--- src/rtl/frame_bank_pkg.sv ---
// Shared types and constants for the double-buffered frame bank scheduler.
package frame_bank_pkg;

  localparam int BANK_BITS   = 1;
  localparam int FRAME_CNT_W = 16;
  localparam int DROP_CNT_W  = 8;

  typedef enum logic [2:0] {
    ST_IDLE      = 3'd0,
    ST_START     = 3'd1,
    ST_WAIT_BUSY = 3'd2,
    ST_DRAWING   = 3'd3,
    ST_READY     = 3'd4
  } fb_state_e;

  // Compositor writes only land in VRAM while a pass is actually in flight.
  function automatic logic is_write_window(input fb_state_e st);
    return (st == ST_WAIT_BUSY) || (st == ST_DRAWING);
  endfunction

endpackage

--- src/rtl/frame_bank_scheduler_sat_counter.sv ---
// Up-counter that sticks at all-ones instead of wrapping.
module sat_counter #(
  parameter int WIDTH = 8
) (
  input  logic             CLK,
  input  logic             rst,
  input  logic             clr,
  input  logic             inc,
  output logic [WIDTH-1:0] q
);

  logic [WIDTH-1:0] q_r;

  // Count register: synchronous clear wins over increment; hold at full scale.
  always_ff @(posedge CLK or posedge rst) begin
    if (rst) begin
      q_r <= '0;
    end else if (clr) begin
      q_r <= '0;
    end else if (inc && (q_r != '1)) begin
      q_r <= q_r + WIDTH'(1);
    end else begin
      q_r <= q_r;
    end
  end

  assign q = q_r;

endmodule

--- src/rtl/frame_bank_scheduler.sv ---
// Double-buffer scheduler: kicks one compositor pass per frame into the back
// bank and swaps banks only on a vsync that finds the pass complete.
module frame_bank_scheduler
  import frame_bank_pkg::*;
#(
  parameter int VRAM_A_WIDTH  = 16,
  parameter int START_TIMEOUT = 15
) (
  input  logic                    CLK,
  input  logic                    rst,
  input  logic                    i_vsync,
  input  logic                    i_draw_busy,
  input  logic [VRAM_A_WIDTH-1:0] i_draw_addr,
  input  logic                    i_draw_we,
  input  logic [VRAM_A_WIDTH-1:0] i_scan_addr,
  output logic                    o_draw_start,
  output logic [VRAM_A_WIDTH:0]   o_wr_addr,
  output logic                    o_wr_en,
  output logic [VRAM_A_WIDTH:0]   o_rd_addr,
  output logic                    o_front_bank,
  output logic [FRAME_CNT_W-1:0]  o_frame_cnt,
  output logic [DROP_CNT_W-1:0]   o_drop_cnt,
  output logic                    o_err
);

  localparam int TMO_W = $clog2(START_TIMEOUT + 1);
  // Counter value seen during the last WAIT_BUSY cycle that may still see busy.
  localparam logic [TMO_W-1:0] TMO_LAST = TMO_W'(START_TIMEOUT - 1);

  fb_state_e              state_r;
  fb_state_e              state_s;
  logic [BANK_BITS-1:0]   front_r;
  logic [FRAME_CNT_W-1:0] frame_cnt_r;
  logic [TMO_W-1:0]       tmo_cnt_r;
  logic                   err_r;
  logic                   draw_start_r;
  logic                   swap_s;
  logic                   drop_inc_s;
  logic                   timeout_s;

  // Next-state decode plus the swap / drop / timeout event strobes.
  always_comb begin
    state_s    = state_r;
    swap_s     = 1'b0;
    drop_inc_s = 1'b0;
    timeout_s  = 1'b0;
    case (state_r)
      ST_IDLE: begin
        // A compositor still busy from before reset is ignored here.
        if (i_vsync) begin
          state_s = ST_START;
        end else begin
          state_s = ST_IDLE;
        end
      end
      ST_START: begin
        drop_inc_s = i_vsync;
        state_s    = ST_WAIT_BUSY;
      end
      ST_WAIT_BUSY: begin
        drop_inc_s = i_vsync;
        if (i_draw_busy) begin
          state_s = ST_DRAWING;
        end else if (tmo_cnt_r == TMO_LAST) begin
          // Compositor never started: treat as an empty pass so the
          // display keeps running.
          timeout_s = 1'b1;
          state_s   = ST_READY;
        end else begin
          state_s = ST_WAIT_BUSY;
        end
      end
      ST_DRAWING: begin
        if (i_draw_busy) begin
          drop_inc_s = i_vsync;
          state_s    = ST_DRAWING;
        end else if (i_vsync) begin
          // Pass finished on the very vsync edge: counts as on time.
          swap_s  = 1'b1;
          state_s = ST_START;
        end else begin
          state_s = ST_READY;
        end
      end
      ST_READY: begin
        if (i_vsync) begin
          swap_s  = 1'b1;
          state_s = ST_START;
        end else begin
          state_s = ST_READY;
        end
      end
      default: begin
        state_s = ST_IDLE;
      end
    endcase
  end

  // State register.
  always_ff @(posedge CLK or posedge rst) begin
    if (rst) begin
      state_r <= ST_IDLE;
    end else begin
      state_r <= state_s;
    end
  end

  // Start-timeout counter: cleared in START, counts idle WAIT_BUSY cycles.
  always_ff @(posedge CLK or posedge rst) begin
    if (rst) begin
      tmo_cnt_r <= '0;
    end else if (state_r == ST_START) begin
      tmo_cnt_r <= '0;
    end else if ((state_r == ST_WAIT_BUSY) && !i_draw_busy) begin
      tmo_cnt_r <= tmo_cnt_r + TMO_W'(1);
    end else begin
      tmo_cnt_r <= tmo_cnt_r;
    end
  end

  // Front bank and completed-frame counter advance together on a swap.
  always_ff @(posedge CLK or posedge rst) begin
    if (rst) begin
      front_r     <= '0;
      frame_cnt_r <= '0;
    end else if (swap_s) begin
      front_r     <= ~front_r;
      frame_cnt_r <= frame_cnt_r + FRAME_CNT_W'(1);
    end else begin
      front_r     <= front_r;
      frame_cnt_r <= frame_cnt_r;
    end
  end

  // Sticky start-timeout flag and the registered one-cycle start pulse.
  always_ff @(posedge CLK or posedge rst) begin
    if (rst) begin
      err_r        <= 1'b0;
      draw_start_r <= 1'b0;
    end else begin
      err_r        <= err_r | timeout_s;
      draw_start_r <= (state_s == ST_START);
    end
  end

  sat_counter #(
    .WIDTH (DROP_CNT_W)
  ) u_drop_cnt (
    .CLK (CLK),
    .rst (rst),
    .clr (1'b0),
    .inc (drop_inc_s),
    .q   (o_drop_cnt)
  );

  assign o_wr_addr    = {~front_r, i_draw_addr};
  assign o_rd_addr    = {front_r, i_scan_addr};
  assign o_wr_en      = i_draw_we & is_write_window(state_r);
  assign o_front_bank = front_r;
  assign o_frame_cnt  = frame_cnt_r;
  assign o_err        = err_r;
  assign o_draw_start = draw_start_r;

endmodule

--- config.mk ---
export PLATFORM = sky130hd
export DESIGN_NAME = frame_bank_scheduler
export DESIGN_NICKNAME = d
export VERILOG_FILES = /design/src/rtl/frame_bank_pkg.sv /design/src/rtl/frame_bank_scheduler_sat_counter.sv /design/src/rtl/frame_bank_scheduler.sv
export SDC_FILE = /design/constraint.sdc
export NUM_CORES = 1
export LEC_CHECK = 0
export ABC_AREA = 0
export CAP_MARGIN = 20
export CORE_UTILIZATION = 37
export CTS_BUF_LIST = sky130_fd_sc_hd__clkbuf_4
export CTS_CLUSTER_DIAMETER = 200
export DETAILED_ROUTE_END_ITERATION = 6
export HOLD_SLACK_MARGIN = 0.03
export PLACE_DENSITY = 0.8
export SLEW_MARGIN = 30
export SYNTH_ARGS = -nofsm -noshare
export SYNTH_HDL_FRONTEND = slang
export SYNTH_SLANG_ARGS = --single-unit
--- constraint.sdc ---
create_clock -name CLK -period 1.7 [get_ports CLK]
set_input_delay 0.34 -clock CLK [delete_from_list [all_inputs] [get_ports CLK]]
set_output_delay 0.34 -clock CLK [all_outputs]
set_load 0.02 [all_outputs]
* Word-level counts from Yosys, hierarchy flattened *
Cells that the tools add are included.

word-level totals
  latch bits = 0
  flip-flop bits (word level) = 34
  input port bits = 37
  RAM bits = 0
  memories = 0
  ROM bits = 0
  output and inout port bits = 62

cells by class
  shifts and indexed selects = 0
  divide/modulo/power cells = 0
  multiplexer cells = 16
  bitwise logic cells = 3
  eq/ne operators = 7
  reduce and logical (&&, ||, !) cells = 7
  $lt $le $gt $ge = 0
  multiply operators = 0
  add/sub/neg operators = 3

operators with widths
  operator               count
  $add 16x1->16 const B  1
  $pmux 3 s5             1
  $mux 3                 4
  $add 8x1->8 const B    1
  $mux 4                 2
  $ne 8x8->1 const B     1
  $mux 1                 7
  $eq 3x1->1 const B     2
  $eq 3x2->1 const B     2
  $add 4x1->4 const B    1
  $eq 4x4->1 const B     1
  $pmux 1 s2             2
  $eq 3x3->1 const B     1
  $logic_not 3->1        1
  $logic_and 1x1->1      2
  $reduce_bool 2->1      1
  $reduce_or 2->1        1
  $and 1x1->1            1
  $logic_not 1->1        1
  $logic_or 1x1->1       1
  $not 1->1              1
  $or 1x1->1             1

* Depth between registers and ports, before layout *
Gate-level depths: netlist of run 1.

  depth after elaboration = 5
  gate-level depth with buffers = 6

* Modules after synthesis *
A second synthesis of run 1 with hierarchy kept.

second synthesis, totals
  cells, all modules = 211
  area, all modules = 2,087.0 µm²

modules (own cells, without submodules)
  module                area an instance (µm²)  seq. area each (µm²)  instances  cells each
  frame_bank_scheduler  1,582.8                 650.6                 1          162
  sat_counter           504.2                   200.2                 1          49

* Least setup slack after synthesis of run 1 *
OpenSTA, ideal clock, no wires.

  path type = register to register
  from = register state_r[1]
  to = register u_drop_cnt.q_r[7] (netlist: u_drop_cnt.q[7])
  setup slack = -0.143 ns
  data arrival time = 1.715 ns
  library setup time = 0.128 ns
  cell stages (with the launch flop) = 7
  data required time = 1.572 ns
  buffers on the path = 2
  cell sequence = dfrtp_1 buf_2 and3b_1 or4_1 buf_2 nor3_1 mux2_1

between the ends
  cells in the longest elaborated chain, start to end = 4

RTL lines
  element                                   RTL line                                source
  start: declaration                        frame_bank_scheduler.sv:30              fb_state_e state_r;
  start signal: assignment                  frame_bank_scheduler.sv:104             state_r <= state_s;
  $eq 3x1->1 or $eq 3x2->1 (tied branches)  frame_bank_scheduler.sv:47              case (state_r)
  $reduce_or 2->1 (no line)                 --
  $pmux 1 s2 *                              frame_bank_scheduler.sv:47
  $logic_and 1x1->1 *                       frame_bank_scheduler_sat_counter.sv:20  end else if (inc && (q_r != '1)) begin
  end signal: assignment                    frame_bank_scheduler_sat_counter.sv:21  q_r <= q_r + WIDTH'(1);
  end signal: assignment                    frame_bank_scheduler_sat_counter.sv:23  q_r <= q_r;
  end: declaration                          frame_bank_scheduler_sat_counter.sv:12  logic [WIDTH-1:0] q_r;

Every way passes the cells marked *; elsewhere a longest branch is shown, timed or not.
A chain may end at the register's enable or synchronous reset.

* Worst setup path in the final report of run 1 *
  from = register state_r[1]
  to = register u_drop_cnt.q_r[6] (netlist: u_drop_cnt.q[6])

The elaborated chain is that of the path after synthesis.

==> flow_metrics.py, run 1 <==
metrics = {
    "placement": {
        "io_buffers": 34,
        "place_area_sq_um": 2220,
        "dp_slack_ns": -0.558,
        "gp_congestion": 0.770,
        "dp_hpwl_um": 2520,
    },
    "floorplanning": {
        "dieArea_sq_um": 5520,
        "initial_core_util_pct": 39.6,
        "die_w_um": 74.3,
        "rows": 25,
        "core_sq_um": 4880,
        "io_pins": 99,
        "die_y_um": 74.3,
    },
    "finish": {
        "drive_gt1_share_pct": 26.9,
        "areaGrowthSynthToFinish_pct": 27.4,
        "diodes": 0,
        "fin_area_sq_um": 2460,
        "fin_nets": 259,
        "nFillCells": 448,
    },
    "outcome": {
        "violations": "setup timing",
        "outcome": "finished, violations left",
    },
    "route": {
        "ant_nets": 0,
        "vias": 1427,
        "drcViolationCount": 0,
        "dr.pass1.iters": 4,
        "via_per_inst": 4.99,
        "drt-total-wl_um": 3900,
        "drt_iter0_markers": 36,
        "routedWlPerCell_um": 13.6,
    },
    "timing": {
        "relSlewSlack_pct": 70.9,
        "layout_setup_ws_ns": -0.0939,
        "finalSetupViolCount": 12,
        "final-hold-violation-count": 0,
        "tightest_slew_ns": 0.437,
        "timing.final.crit_share_pct": 106,
        "slew_viol_final": 0,
        "tns_ns": -0.481,
        "fmax_mhz": 557,
        "rsz0062_at_grt": "true",
        "min_period_ns": 1.79,
        "fin_worst_skew_ns": 0.00834,
    },
    "critical_path": {
        "cp.required_ns": 1.93,
        "cpLargestDelayFamily": "simple AND/OR/NAND/NOR gates",
        "crit_path_cell_trace": "and3b_1 -> or4_4 -> nor3_4 -> mux2_4",
        "critical_path_buf_inv_count": 0,
        "r2r_end": "u_drop_cnt.q[6]$_DFFE_PP0P_",
        "path_max_fanout": 5,
        "worst-r2r-cell-count": 4,
        "cpMaxStageDelayCell": "or4_4",
        "ff2ff_setup_slack_ns": -0.09,
        "worst_setup_path_start_kind": "register",
        "critPathMaxStageDelay_ns": 0.51,
        "critPathKind": "reg2reg",
        "r2r_start": "state_r[1]$_DFF_PP0_",
        "crit_path_end_kind": "register",
        "cp.arrival_ns": 2.02,
    },
    "clocking": {
        "hold_buffers": 0,
        "tritoncts": "yes",
        "h-tree-depth": 2,
        "cts.clk_slew.worst_paths_ns": 0.11,
        "clk_path_buf_depth": 2,
        "cts_buffers": 5,
        "insertion_delay_ns": 0.33,
        "cts_root_buf": "clkbuf_4",
        "cts_sinks": 34,
    },
    "grt": {
        "gr-total-overflow": 0,
        "grt_use_total_pct": 14.6,
        "antenna_found_initial": 0,
        "grt_max_degree": 35,
        "grt_pass1_wl_um": 6150,
        "grt_pass1_vias": 1334,
    },
    "power_and_ir_drop": {
        "powerDensity_nw_per_um2": 1360,
        "leakagePower_nw": 1.20,
        "switching_share_pct": 40.4,
        "combPwrFrac_pct": 43.0,
        "p_seq_share_pct": 38.6,
        "clkPwrFrac_pct": 18.5,
        "ir_drop_v": 0.000881,
        "p_switching_mw": 1.35,
        "p_int_mw": 2.00,
    },
    "yosys": {
        "syn_area_per_cell_sq_um": 9.82,
        "syn_area_sq_um": 1930,
        "synthCells": 197,
        "ys_warn_count": 0,
        "post-synth-top-area-cell": "dfrtp_1",
        "synth_commonest_cells": "34 x buf_4, 34 x dfrtp_1, 15 x nand2_1, 12 x xnor2_1, 11 x inv_1",
        "synthFlopType": "dfrtp_1",
        "synth_nets": 238,
        "async_flop_share_pct": 100,
        "seq_area_frac_synth_pct": 44.0,
        "synth_edf_count": 0,
        "ys_ff_latch": 34,
        "synth.distinct_cells": 36,
        "yosysTopAreaCellShare_pct": 44.0,
        "synthTopCellsByArea": "dfrtp_1 44%, buf_4 13%, xnor2_1 5.4%",
    },
    "hold_path": {
        "hold_class": "in2async",
    },
    "run": {
        "cap_viol_max_count": 0,
    },
}
through the flow:
step / hold WS (ns) / util (%) / power [mW] / cells
floorplan: 0.450 / - / 2.18 / 197
finish: 0.395 / 50.5 / 3.35 / 286
global placement: 0.451 / 45.6 / 2.63 / 277
CTS: 0.402 / 48.8 / 3.33 / 286
detailed placement: 0.456 / 45.6 / 2.67 / 277
global route: 0.416 / 50.5 / 3.55 / 286
cells by family (layout without fill, tap and decap cells):
logic type,after synthesis,in the layout,synth area share (%)
AO/OA/AOI/OAI,22,22,8.09
multiplexers,4,4,2.33
XOR/XNOR,20,20,9.06
flip-flops,34,34,44.0
AND/OR/NAND/NOR,63,63,17.5
adder cells (fa/ha/maj),4,4,2.59
buffers and inverters,50,72,16.4
flip-flops by register name, indices dropped and copies added, names as in the netlist:
name          count
o_frame_cnt      16
u_drop_cnt.q      8
o_err             1
state_r           3
o_front_bank      1
tmo_cnt_r         4
o_draw_start      1
repair_timing:
| item | CTS | global route |
|---|---|---|
| gates resized for setup | 46 | 20 |
| setup buffers | 1 | 0 |
| gates cloned | 0 | 0 |
| setup endpoints to repair | 43 | 24 |
| pin swaps | 11 | 7 |
layout by cell type, fill, tap and decap left out, types with 2 or more instances in the layout:
master,instances
a21oi_1,6
a21oi_4,2
buf_4,13
buf_6,5
clkbuf_4,7
clkdlybuf4s50_1,6
dfrtp_1,32
dfrtp_2,2
dlygate4sd2_1,24
dlymetal6s2s_1,3
ha_1,4
inv_1,11
mux2_4,2
nand2_1,10
nand2_2,3
nand2_4,2
nand2b_1,3
nand3_1,6
nand3_2,3
nand4_1,5
nand4b_1,2
nor2_1,9
nor3_1,4
nor3_2,2
nor3_4,2
o21a_1,2
o21ai_0,7
xnor2_1,10
xnor2_2,2
xor2_1,7
worst max-delay path by stage:
stage / from / to / slack (ns) / cells after the start
after detailed placement: i_vsync / u_drop_cnt.q[4]$_DFFE_PP0P_ / -0.56 / 6
after global routing: state_r[1]$_DFF_PP0_ / u_drop_cnt.q[6]$_DFFE_PP0P_ / -0.14 / 4
after CTS: state_r[1]$_DFF_PP0_ / u_drop_cnt.q[6]$_DFFE_PP0P_ / -0.08 / 4
after floorplan: state_r[1]$_DFF_PP0_ / u_drop_cnt.q[7]$_DFFE_PP0P_ / -0.11 / 6
after global placement: i_vsync / u_drop_cnt.q[7]$_DFFE_PP0P_ / -0.52 / 5
final: state_r[1]$_DFF_PP0_ / u_drop_cnt.q[6]$_DFFE_PP0P_ / -0.09 / 4
area by class of cell:
cell class	count	area (sq um)	share of cell area (%)
Clock buffer	7	52.6	2.13
Clock inverter	1	30.0	1.22
Inverter	12	45.0	1.83
Multi-Input combinational cell	113	933	37.9
Sequential cell	34	853	34.6
Tap cell	67	83.8	3.40
Timing Repair Buffer	52	467	18.9
routing by layer:
metal	vias up	global-route usage [%]	share of wire, %	routed length [um]
met3	9	4.34	5.9	232
met2	49	21.4	47	1840
met5	-	0	0	0
li1	673	-	-	-
met1	696	20.4	46	1780
met4	0	5.66	1.2	48
tightest hold or removal path, delay by kind of cell:
family	cells	cell delay (ns)
buf+inv	3	0.83
power groups by stage:
stage | Clock (mW) | Combinational [mW] | Sequential (mW)
after global placement | 0 | 1.36 | 1.27
after CTS | 0.639 | 1.41 | 1.28
after detailed placement | 0 | 1.39 | 1.28
after floorplan | 0 | 0.765 | 1.41
after global routing | 0.672 | 1.56 | 1.32
final | 0.619 | 1.44 | 1.29
No activity file was read; power rests on OpenSTA's default activity.
==> inputs of run 2 (changes only) <==
- GPL_ROUTABILITY_DRIVEN: default -> 0
==> results of run 2 <==
Final layout, timing and power as in run 1 (identical DEF).
==> inputs of run 3 (changes only) <==
--- a/config.mk
+++ b/config.mk
@@ -9,3 +9,3 @@
 export CAP_MARGIN = 20
-export CORE_UTILIZATION = 37
+export CORE_UTILIZATION = 41
 export CTS_BUF_LIST = sky130_fd_sc_hd__clkbuf_4
@@ -15,3 +15,3 @@
 export HOLD_SLACK_MARGIN = 0.03
-export PLACE_DENSITY = 0.8
+export PLACE_DENSITY = 0.84
 export SLEW_MARGIN = 30
==> constraint.sdc (replaced) <==
create_clock -name CLK -period 1.93 [get_ports CLK]
set_input_delay 0.4825 -clock CLK [delete_from_list [all_inputs] [get_ports CLK]]
set_output_delay 0.4825 -clock CLK [all_outputs]
set_load 0.02 [all_outputs]
==> run 3 against run 2 <==
Against the previous run:
- flip-flop and latch count unchanged
- the flow finishes with violations (DRC)
- clock power grew 10%
- cell count is 6.3% lower
- total power shrank 10%
- register-to-register slack better by 0.15 ns
- final area decreased by 4.4%
- worst hold slack better by 0.083 ns
- sequential share of layout area is 1.6 points higher
- clock skew up 0.0062 ns
- die area is 9.5% lower
- worst setup slack improved by 0.11 ns
==> flow_metrics.py, run 3 (synthesis results as in run 1) <==
metrics = {
    "clocking": {
        "clk_path_buf_depth": 2,
        "cts_buffers": 5,
        "hold_buffers": 0,
        "cts_root_buf": "clkbuf_4",
        "insertion_delay_ns": 0.36,
        "cts_sinks": 34,
        "h-tree-depth": 2,
        "tritoncts": "yes",
        "cts.clk_slew.worst_paths_ns": 0.13,
    },
    "finish": {
        "drive_gt1_share_pct": 18.5,
        "fin_area_sq_um": 2360,
        "areaGrowthSynthToFinish_pct": 21.9,
        "stdcell_count": 268,
        "final_cell_mix": "32 x dfrtp_1, 16 x dlymetal6s2s_1, 15 x nand2_1, 15 x buf_4, 14 x clkdlybuf4s50_1",
        "regArea_sq_um": 853,
        "nFillCells": 380,
        "fin_nets": 256,
        "diodes": 0,
        "multi_input_area_sq_um": 803,
        "mostFrequentLayoutCell": "dfrtp_1",
        "largest_reg_flops": 16,
    },
    "critical_path": {
        "crit_path_end_kind": "register",
        "cp.arrival_ns": 2.17,
        "critical_path_buf_inv_count": 1,
        "worst_setup_path_start_kind": "primary input",
        "r2r_end": "u_drop_cnt.q[6]$_DFFE_PP0P_",
        "worst-path-stages": 5,
        "path_max_fanout": 5,
        "crit_path_cell_trace": "clkdlybuf4s50_1 -> and3b_1 -> or4_4 -> nor3_1 -> mux2_1",
        "critPathMaxStageDelay_ns": 0.47,
        "cpMaxStageDelayCell": "clkdlybuf4s50_1",
        "cp.required_ns": 2.19,
        "cpLargestDelayFamily": "simple AND/OR/NAND/NOR gates",
        "worst-r2r-cell-count": 4,
        "critPathKind": "in2reg",
        "r2r_start": "state_r[1]$_DFF_PP0_",
        "ff2ff_setup_slack_ns": 0.06,
    },
    "power_and_ir_drop": {
        "ir_drop_v": 0.000604,
        "switching_share_pct": 38.4,
        "p_seq_share_pct": 38.3,
        "combPwrFrac_pct": 39.0,
        "p_int_mw": 1.85,
        "leakagePower_nw": 1.26,
        "powerDensity_nw_per_um2": 1280,
        "total_power_mw": 3.01,
        "p_switching_mw": 1.16,
        "clkPwrFrac_pct": 22.6,
    },
    "route": {
        "ant_nets": 0,
        "drt_iter0_markers": 93,
        "vias": 1388,
        "drcViolationCount": 14,
        "routedWlPerCell_um": 14.3,
        "dr.pass1.iters": 6,
        "drt-total-wl_um": 3840,
        "via_per_inst": 5.18,
    },
    "hold_path": {
        "hold_depth": 1,
        "hold_class": "reg2reg",
        "whs_endpoint": "o_frame_cnt[15]$_DFFE_PP0P_",
        "holdCritStartpoint": "o_frame_cnt[15]$_DFFE_PP0P_",
    },
    "timing": {
        "min_period_ns": 1.91,
        "finalSetupViolCount": 0,
        "tightest_slew_ns": 0.564,
        "layout_setup_ws_ns": 0.0164,
        "fmax_mhz": 523,
        "final-hold-violation-count": 0,
        "rsz0062_at_grt": "true",
        "tns_ns": 0,
        "fin_worst_skew_ns": 0.0145,
        "slew_viol_final": 0,
        "timing.final.crit_share_pct": 99.2,
        "relSlewSlack_pct": 62.1,
    },
    "placement": {
        "dp_slack_ns": -0.448,
        "place_area_sq_um": 2180,
        "dp_cells": 260,
        "dp_hpwl_um": 2690,
        "io_buffers": 34,
    },
    "floorplanning": {
        "io_pins": 99,
        "rows": 24,
        "die_w_um": 70.7,
        "die_y_um": 70.7,
        "dieArea_sq_um": 5000,
        "core_sq_um": 4440,
        "initial_core_util_pct": 43.5,
    },
    "grt": {
        "antenna_found_initial": 0,
        "grt_pass1_wl_um": 6390,
        "gr-total-overflow": 0,
        "grt_pass1_vias": 1391,
        "grt_max_degree": 35,
        "grt_use_total_pct": 16.5,
    },
    "outcome": {
        "violations": "DRC",
        "outcome": "finished, violations left",
    },
    "run": {
        "cap_viol_max_count": 0,
    },
}
run 3: cell types whose count changed in the layout (fill, tap and decap cells not counted), moves of 3 or more:
cell / previous run / this run
buf_6: 5 / 0
clkdlybuf4s50_1: 6 / 14
dlygate4sd2_1: 24 / 3
dlymetal6s2s_1: 3 / 16
nand2_1: 10 / 15
nand2_2: 3 / 0
nand3_1: 6 / 9
nand3_2: 3 / 0
run 3: final cells by class:
| cell class | instances | area share (%) |
|---|---|---|
| flip-flops and latches | 34 | 36.2 |
| multi-input cells | 113 | 34.1 |
| repair buffers | 49 | 20.5 |
| clock inverters | 3 | 2.92 |
| well taps | 52 | 2.76 |
| inverters | 12 | 1.91 |
| clock buffers | 5 | 1.59 |
run 3: timing repair:
| item | 4_1_cts | 5_1_grt |
|---|---|---|
| pin swaps | 0 | 2 |
| resized for setup | 5 | 26 |
| buffers inserted | 0 | 0 |
| endpoints found under the setup margin | 14 | 28 |
run 3: power groups by stage:
stage / clock [mW] / sequential, mW / combinational (mW)
floorplan: 0 / 1.24 / 0.641
global placement: 0 / 1.14 / 1.15
detailed placement: 0 / 1.15 / 1.19
CTS: 0.691 / 1.14 / 1.18
global route: 0.719 / 1.19 / 1.29
finish: 0.681 / 1.15 / 1.18
run 3: through the flow:
| step | hold slack, ns | utilization [%] |
|---|---|---|
| final | 0.478 | 53.0 |
| after global routing | 0.505 | 53.0 |
| after CTS | 0.484 | 51.4 |
| after detailed placement | 0.457 | 49.0 |
| after global placement | 0.455 | 49.0 |
| after floorplan | 0.491 | - |
run 3: worst max path at each step:
stage | from | end | slack (ns)
detailed placement | i_draw_busy | u_drop_cnt.q[7]$_DFFE_PP0P_ | -0.45
finish | i_draw_busy | u_drop_cnt.q[6]$_DFFE_PP0P_ | 0.02
floorplan | i_draw_busy | u_drop_cnt.q[7]$_DFFE_PP0P_ | -0.02
CTS | i_draw_busy | o_frame_cnt[13]$_DFFE_PP0P_ | -0.05
global route | i_draw_busy | u_drop_cnt.q[7]$_DFFE_PP0P_ | -0.03
global placement | i_vsync | u_drop_cnt.q[6]$_DFFE_PP0P_ | -0.43
run 3: per-layer routing:
layer  routed length (um)  track usage [%]  vias up
met5                    0                0        -
met3                  292             5.56        2
met1                 1740             20.7      666
met4                   18             7.11        0
met2                 1790             26.2       49
li1                     -                -      671
